==> src/rtl/pc_pkg.sv <==
// Shared types and defaults for the program-counter sequencer: redirect
// priority encoding, sequencer states and default vectors/increment.
package pc_pkg;

    typedef enum logic [1:0] {
        PRI_NONE   = 2'd0,
        PRI_JUMP   = 2'd1,
        PRI_BRANCH = 2'd2,
        PRI_EXC    = 2'd3
    } pri_e;

    typedef enum logic {
        ST_RUN  = 1'b0,
        ST_HOLD = 1'b1
    } seq_state_e;

    localparam logic [31:0] DEF_RESET_VECTOR = 32'h0000_0000;
    localparam logic [31:0] DEF_EXC_VECTOR   = 32'h0000_8000;
    localparam int unsigned DEF_PC_INC       = 4;

    // A newer request displaces a held one when it is at least as urgent.
    function automatic logic pri_wins(pri_e req, pri_e held);
        return req >= held;
    endfunction

endpackage

==> src/rtl/pc_redirect_arb.sv <==
// Combinational redirect arbiter: picks the most urgent of exception, branch
// and jump, and returns its target with the low ALIGN_BITS forced to zero.
module pc_redirect_arb
    import pc_pkg::*;
#(
    parameter int unsigned            ADDR_WIDTH = 32,
    parameter int unsigned            ALIGN_BITS = 2,
    parameter logic [ADDR_WIDTH-1:0]  EXC_VECTOR = ADDR_WIDTH'(DEF_EXC_VECTOR)
) (
    input  logic                  exc_i,
    input  logic                  branch_i,
    input  logic [ADDR_WIDTH-1:0] branch_tgt_i,
    input  logic                  jump_i,
    input  logic [ADDR_WIDTH-1:0] jump_tgt_i,
    output logic                  valid_o,
    output logic [1:0]            pri_o,
    output logic [ADDR_WIDTH-1:0] tgt_o
);

    localparam logic [ADDR_WIDTH-1:0] ALIGN_MASK = {ADDR_WIDTH{1'b1}} << ALIGN_BITS;

    logic [ADDR_WIDTH-1:0] rawTgt;

    always_comb begin
        valid_o = 1'b0;
        pri_o   = PRI_NONE;
        rawTgt  = '0;
        if (exc_i) begin
            valid_o = 1'b1;
            pri_o   = PRI_EXC;
            rawTgt  = EXC_VECTOR;
        end else if (branch_i) begin
            valid_o = 1'b1;
            pri_o   = PRI_BRANCH;
            rawTgt  = branch_tgt_i;
        end else if (jump_i) begin
            valid_o = 1'b1;
            pri_o   = PRI_JUMP;
            rawTgt  = jump_tgt_i;
        end
        tgt_o = rawTgt & ALIGN_MASK;
    end

endmodule

==> src/rtl/pc_sequencer.sv <==
// Fetch PC register with sequential increment, stall hold and a one-entry
// pending redirect. Define PC_EXC_REDIRECT_EN to add Exception/EPC handling.
module pc_sequencer
    import pc_pkg::*;
#(
    parameter int unsigned            ADDR_WIDTH   = 32,
    parameter logic [ADDR_WIDTH-1:0]  RESET_VECTOR = ADDR_WIDTH'(DEF_RESET_VECTOR),
    parameter int unsigned            PC_INC       = DEF_PC_INC,
    parameter int unsigned            ALIGN_BITS   = 2,
    parameter logic [ADDR_WIDTH-1:0]  EXC_VECTOR   = ADDR_WIDTH'(DEF_EXC_VECTOR)
) (
    input  logic                  Clk,
    input  logic                  Reset,
    input  logic                  PCoff,
    input  logic                  BranchTaken,
    input  logic [ADDR_WIDTH-1:0] BranchTarget,
    input  logic                  Jump,
    input  logic [ADDR_WIDTH-1:0] JumpTarget,
`ifdef PC_EXC_REDIRECT_EN
    input  logic                  Exception,
`endif
    output logic [ADDR_WIDTH-1:0] PCResult,
    output logic [ADDR_WIDTH-1:0] PCPlus4,
    output logic [ADDR_WIDTH-1:0] PrevPC,
    output logic                  RedirectPending
`ifdef PC_EXC_REDIRECT_EN
   ,output logic [ADDR_WIDTH-1:0] EPC
`endif
);

    localparam logic [ADDR_WIDTH-1:0] PC_INC_W = ADDR_WIDTH'(PC_INC);

    logic [ADDR_WIDTH-1:0] pc_q, pc_d;
    logic [ADDR_WIDTH-1:0] prev_q, prev_d;
    logic [ADDR_WIDTH-1:0] pend_tgt_q, pend_tgt_d;
    pri_e                  pend_pri_q, pend_pri_d;
    seq_state_e            state_q, state_d;

    logic                  excReq;
    logic                  reqValid;
    logic [1:0]            reqPriRaw;
    pri_e                  reqPri;
    logic [ADDR_WIDTH-1:0] reqTgt;
    logic                  takeNew;

`ifdef PC_EXC_REDIRECT_EN
    logic [ADDR_WIDTH-1:0] epc_q, epc_d;
    assign excReq = Exception;
    assign EPC    = epc_q;
`else
    assign excReq = 1'b0;
`endif

    pc_redirect_arb #(
        .ADDR_WIDTH (ADDR_WIDTH),
        .ALIGN_BITS (ALIGN_BITS),
        .EXC_VECTOR (EXC_VECTOR)
    ) u_arb (
        .exc_i        (excReq),
        .branch_i     (BranchTaken),
        .branch_tgt_i (BranchTarget),
        .jump_i       (Jump),
        .jump_tgt_i   (JumpTarget),
        .valid_o      (reqValid),
        .pri_o        (reqPriRaw),
        .tgt_o        (reqTgt)
    );

    assign reqPri  = pri_e'(reqPriRaw);
    assign takeNew = reqValid && pri_wins(reqPri, pend_pri_q);

    always_comb begin
        pc_d       = pc_q;
        prev_d     = prev_q;
        pend_tgt_d = pend_tgt_q;
        pend_pri_d = pend_pri_q;
        state_d    = state_q;
`ifdef PC_EXC_REDIRECT_EN
        epc_d      = epc_q;
`endif
        case (state_q)
            ST_RUN: begin
                if (!PCoff) begin
                    pc_d = reqValid ? reqTgt : pc_q + PC_INC_W;
                end else if (reqValid) begin
                    state_d    = ST_HOLD;
                    pend_tgt_d = reqTgt;
                    pend_pri_d = reqPri;
                end
            end
            ST_HOLD: begin
                if (PCoff) begin
                    if (takeNew) begin
                        pend_tgt_d = reqTgt;
                        pend_pri_d = reqPri;
                    end
                end else begin
                    // Leaving HOLD loads the redirect only; no increment this cycle.
                    pc_d       = takeNew ? reqTgt : pend_tgt_q;
                    state_d    = ST_RUN;
                    pend_tgt_d = '0;
                    pend_pri_d = PRI_NONE;
                end
            end
            default: state_d = ST_RUN;
        endcase
`ifdef PC_EXC_REDIRECT_EN
        // An exception bypasses the stall and flushes any held redirect.
        if (reqValid && reqPri == PRI_EXC) begin
            pc_d       = reqTgt;
            epc_d      = pc_q;
            state_d    = ST_RUN;
            pend_tgt_d = '0;
            pend_pri_d = PRI_NONE;
        end
`endif
        if (pc_d != pc_q) begin
            prev_d = pc_q;
        end
    end

    always_ff @(posedge Clk) begin
        if (Reset) begin
            pc_q       <= RESET_VECTOR;
            prev_q     <= RESET_VECTOR;
            pend_tgt_q <= '0;
            pend_pri_q <= PRI_NONE;
            state_q    <= ST_RUN;
`ifdef PC_EXC_REDIRECT_EN
            epc_q      <= '0;
`endif
        end else begin
            pc_q       <= pc_d;
            prev_q     <= prev_d;
            pend_tgt_q <= pend_tgt_d;
            pend_pri_q <= pend_pri_d;
            state_q    <= state_d;
`ifdef PC_EXC_REDIRECT_EN
            epc_q      <= epc_d;
`endif
        end
    end

    assign PCResult        = pc_q;
    assign PrevPC          = prev_q;
    assign PCPlus4         = pc_q + PC_INC_W;
    assign RedirectPending = (state_q == ST_HOLD);

endmodule
==> config.mk <==
export PLATFORM = sky130hd
export DESIGN_NAME = pc_sequencer
export DESIGN_NICKNAME = d
export VERILOG_FILES = /design/src/rtl/pc_pkg.sv /design/src/rtl/pc_redirect_arb.sv /design/src/rtl/pc_sequencer.sv
export SDC_FILE = /design/constraint.sdc
export NUM_CORES = 1
export LEC_CHECK = 0
export BUFFER_PORTS_ARGS = -buffer_cell sky130_fd_sc_hd__clkbuf_2
export CORE_MARGIN = 2
export CORE_UTILIZATION = 40
export DETAILED_ROUTE_END_ITERATION = 6
export GPL_ROUTABILITY_DRIVEN = 1
export GPL_TIMING_DRIVEN = 0
export PLACE_DENSITY = 0.64
export SYNTH_ARGS = -nofsm -noshare
export SYNTH_HDL_FRONTEND = slang
export SYNTH_SLANG_ARGS = --single-unit
==> constraint.sdc <==
create_clock -name Clk -period 8.4 [get_ports Clk]
set_clock_uncertainty 0.2 [all_clocks]
set_input_delay 2.1 -clock Clk [delete_from_list [all_inputs] [get_ports Clk]]
set_output_delay 2.1 -clock Clk [all_outputs]
set_load 0.02 [all_outputs]
==> results.md <==
- The flow ran to the end, and the final reports show no timing, DRC or antenna violations.
- The worst setup path is captured at a register.
- The cell area that synthesis handed to floorplanning was 7200 um^2.
- Setup total negative slack on the finished layout was measured at 0 ns.
- The number of cells on the worst reg-to-reg path is 14.
- The total power divided by cell area is 158 nW/um^2.
- The worst path meets setup with 1.94 ns of slack.
- The finished cells cover 8560 um^2.
- In this run the deepest clock path goes through 2 buffers.
- Setup repair after global routing left no endpoint under its margin.
- A synthesized cell averages 8.04 um^2.
- The routability-driven placement congestion ratio is 1.01.
- The number of nets in the synthesized netlist is 968.
- The number of buffers inserted by post-CTS setup repair is 0.
- The wire length of the first global-routing pass is 47700 um.
- The cell repeated most along the worst path is sky130_fd_sc_hd__buf_6.
- The count of distinct cell types in the synthesized netlist is 85.
- The met2 track demand over resource is 46.6%.
- For this run the aggregate overflow at the end of global routing stands at 0.
- The met1 usage in global routing is 45.9%.
- Entering global routing, the biggest net connects 15 pins.
- The part of the cycle the worst path needs is 76.8%.
- The clock transition time at the flip-flop clock pins of the worst setup and hold paths is 0.07 ns.
- The ratio of cells with drive above 1 in the final layout is 23.0%.
- The layout has 1853 filler cells.
- The cell area after placement is 8290 um^2.
- The critical path arrival is 6.54 ns.
- The shortest period the worst path allows is 6.46 ns.
- The starting density of the core is 40.4%.
- The share of async-settable or async-resettable flops after synthesis is 0%.
- The initial antenna violation count is 1.
- The die covers 19100 um^2.
- For the worst setup path, the data required time is 8.49 ns.
- The setup-violating endpoint count in the final report is 0.
- The share of the yosys chip area belonging to registers is 27.5%.
- The clock buffer count from CTS is 9.
- The core box area is 17800 um^2.
- The post-synthesis to final-layout area growth is 18.9%.
- Wires add up to 32400 um.
- The CTS H-tree depth is 3.
- The clock net in this run drives a total of 99 sinks.
- The wire length per cell after detailed routing is 24.9 um.
- The via count of the first global-routing pass is 7494.
- The post-route total power is 1.35 mW.
- The number of enable-type register cells in the synthesized netlist is 0.
- 166 I/O pins were placed.
- The worst-case IR drop observed on VDD is 0.0959 mV.
- Registers take 1980 um^2.
- Derived from the worst setup path, the maximum achievable clock frequency is 155 MHz.
- The most used flip-flop cell after synthesis is sky130_fd_sc_hd__dfxtp_1.
- The total of hold buffers inserted after clock tree synthesis is 0.
- The latest clock arrival within the worst-skew pair is 0.36 ns.
- The number of cell rows is 49.
- The layer flagged by global routing as most heavily used is met2.
- After detailed routing, the number of vias per cell comes to 6.23.
- CTS placed an instance of sky130_fd_sc_hd__clkbuf_16 at the clock tree root.
- During placement, the flow inserted port buffers numbering 160.
- Traced cell by cell, the critical path runs through clkbuf_2 > buf_6 > nor2b_4 > buf_6 > inv_1 > ha_1 > nor3b_4 > or2_1 > buf_6 > buf_6 > mux2i_1 > mux2i_1 > o2111ai_1 > or4_1 > nor4_1 > o2111a_1 > buf_6 > buf_12 > mux2i_1.
- After detailed routing, the number of remaining DRC violations is 0.
- The kind of critical path is in -> reg.
- TritonCTS built the clock tree.
- Synthesis produced 896 cells.
- The routed layout has 8098 vias.
- The number of DRC violations after detailed-routing iteration 0 is 1198.
- The HPWL after detailed placement is 25000 um.
- The count of max-cap constraint violations is 0.
- The die width is 138 um.
- Summed over all cells, the static leakage comes to 3.40 nW.
- The largest fanout of any net on the critical path is 10.
- The chip height is 138 um.
- For the pin with the worst max-slew slack, the measured transition is 0.948 ns.
- The launching element type of the critical path is an input pin.
- The antenna diode count is 0.
- The hold-critical path depth is 2.
- The type of the most critical hold path is reg -> reg.
- In this run the remaining antenna-violating nets after routing total 0.
- The final layout net count is 1139.
- The largest single stage delay on the critical path is 0.55 ns.
- The relative max-transition margin is 36.2%.
- The number of max-slew violations in the final report came to 0.
- The total of cells resized after clock tree synthesis is 0.
- The yosys synthesis warning count is 0.
- The first detailed-routing pass ran for 5 iterations.
- The worst setup slack after placement is 1.68 ns.
- The global-route usage over all layers is 32.8%.
- The total of flip-flops plus latches after synthesis is 99.
- The multi-input gate area in the final layout is 4610 um^2.
- The slowest stage of the critical path belongs to the cell sky130_fd_sc_hd__or4_1.
- For this run, global-route usage on met3 was measured as 7.79%.
- The count of final hold-check violations is 0.
[per-layer routing]
metal | wire length [um] | part of all wire [%] | vias up
met5 | 0 | 0 | -
met4 | 1750 | 5.4 | 0
met3 | 3720 | 11 | 110
met2 | 13200 | 41 | 590
met1 | 13800 | 43 | 3740
li1 | - | - | 3658
[final timing paths]
path                            slack [ns]     startpoint    endpoint
worst max register to register        4.06  pend_pri_q[0]   PrevPC[9]
worst min register to register        0.27     PrevPC[14]  PrevPC[14]
worst min-delay path                  0.27     PrevPC[14]  PrevPC[14]
worst max-delay path                  1.94           Jump   PrevPC[9]
[registers in the layout, summed over array words and instances, names as in the netlist]
| signal | cells |
|---|---|
| RedirectPending | 1 |
| PrevPC | 32 |
| pend_pri_q | 2 |
| PCResult | 32 |
| pend_tgt_q | 32 |
[synth_stat cells (5+ instances only)]
cell | count | area share, %
sky130_fd_sc_hd__nor2_1 | 79 | 4.1
sky130_fd_sc_hd__nand3_1 | 22 | 1.5
sky130_fd_sc_hd__or4_1 | 9 | 0.94
sky130_fd_sc_hd__o22ai_1 | 7 | 0.61
sky130_fd_sc_hd__nand2_1 | 44 | 2.3
sky130_fd_sc_hd__a2111oi_0 | 8 | 0.97
sky130_fd_sc_hd__o2111ai_1 | 7 | 0.85
sky130_fd_sc_hd__nand4_1 | 14 | 1.2
sky130_fd_sc_hd__or2_2 | 10 | 0.87
sky130_fd_sc_hd__mux2i_1 | 49 | 6.8
sky130_fd_sc_hd__nand2b_1 | 67 | 5.8
sky130_fd_sc_hd__and3_1 | 6 | 0.52
sky130_fd_sc_hd__a221oi_1 | 9 | 1.1
sky130_fd_sc_hd__and2_1 | 6 | 0.52
sky130_fd_sc_hd__xor2_1 | 11 | 1.3
sky130_fd_sc_hd__nor2b_1 | 5 | 0.43
sky130_fd_sc_hd__xnor2_1 | 21 | 2.6
sky130_fd_sc_hd__nor3_1 | 23 | 1.6
sky130_fd_sc_hd__nand3b_1 | 8 | 0.83
sky130_fd_sc_hd__a22o_1 | 18 | 2.2
sky130_fd_sc_hd__mux2_2 | 5 | 0.78
sky130_fd_sc_hd__buf_6 | 7 | 1.1
sky130_fd_sc_hd__a221o_1 | 6 | 0.83
sky130_fd_sc_hd__inv_1 | 20 | 1.0
sky130_fd_sc_hd__a21oi_1 | 46 | 3.2
sky130_fd_sc_hd__a31oi_1 | 12 | 1.0
sky130_fd_sc_hd__o211ai_1 | 9 | 0.94
sky130_fd_sc_hd__a211oi_1 | 21 | 2.2
sky130_fd_sc_hd__nor4_1 | 16 | 1.4
sky130_fd_sc_hd__buf_2 | 19 | 1.3
sky130_fd_sc_hd__buf_4 | 8 | 0.83
sky130_fd_sc_hd__dfxtp_1 | 99 | 28
sky130_fd_sc_hd__a22oi_1 | 29 | 3.0
sky130_fd_sc_hd__clkbuf_1 | 52 | 2.7
sky130_fd_sc_hd__o21ai_0 | 29 | 2.0
[kinds of logic after synthesis]
logic type / synth area share, %
adder cells (fa/ha/maj): 0.521
XOR/XNOR: 3.89
buffers and inverters: 8.50
multiplexers: 7.80
AO/OA/AOI/OAI: 26.2
AND/OR/NAND/NOR: 25.6
flip-flops: 27.5
[cell type report]
cell class                      count  area share (%)
Clock inverter                      3           0.467
Timing Repair Buffer              160            9.35
Multi-Input combinational cell    680            53.8
Clock buffer                       12            2.76
Inverter                           22           0.964
Tap cell                          229            3.35
Buffer                             95            6.18
Sequential cell                    99            23.1
[cell usage in the layout (no fill, tap or decap), types with 8 or more instances in the layout]
cell type,n
sky130_fd_sc_hd__a2111oi_0,8
sky130_fd_sc_hd__a211oi_1,21
sky130_fd_sc_hd__a21oi_1,46
sky130_fd_sc_hd__a221oi_1,9
sky130_fd_sc_hd__a22o_1,18
sky130_fd_sc_hd__a22oi_1,29
sky130_fd_sc_hd__a31oi_1,12
sky130_fd_sc_hd__buf_2,19
sky130_fd_sc_hd__buf_4,8
sky130_fd_sc_hd__clkbuf_1,55
sky130_fd_sc_hd__clkbuf_16,9
sky130_fd_sc_hd__clkbuf_2,161
sky130_fd_sc_hd__dfxtp_1,99
sky130_fd_sc_hd__inv_1,20
sky130_fd_sc_hd__mux2i_1,49
sky130_fd_sc_hd__nand2_1,44
sky130_fd_sc_hd__nand2b_1,67
sky130_fd_sc_hd__nand3_1,22
sky130_fd_sc_hd__nand3b_1,8
sky130_fd_sc_hd__nand4_1,14
sky130_fd_sc_hd__nor2_1,79
sky130_fd_sc_hd__nor3_1,23
sky130_fd_sc_hd__nor4_1,16
sky130_fd_sc_hd__o211ai_1,9
sky130_fd_sc_hd__o21ai_0,29
sky130_fd_sc_hd__or2_2,10
sky130_fd_sc_hd__or4_1,9
sky130_fd_sc_hd__xnor2_1,21
sky130_fd_sc_hd__xor2_1,11
[through the flow]
stage / cells / util (%) / hold WS (ns)
6_report: 1300 / 48.0 / 0.274
3_3_place_gp: 1285 / 46.5 / 0.260
5_1_grt: 1300 / 48.0 / 0.292
3_5_place_dp: 1285 / 46.5 / 0.269
4_1_cts: 1300 / 48.0 / 0.281
2_1_floorplan: 896 / - / 0.250
[power breakdown]
group,internal (mW),total (mW),switching (mW)
registers,0.495,0.516,0.0207
clock network,0.229,0.420,0.190
logic,0.138,0.413,0.275
total,0.862,1.35,0.487
[worst max-delay path, delay by kind of cell]
kind	cells	cell delay (ns)
and+or+nand+nor	5	1.62
buffers and inverters	8	1.14
muxes	3	0.84
AOI/OAI and AO/OA	2	0.47
adders and majority gates	1	0.33
Power figures use the tool's default switching activity.
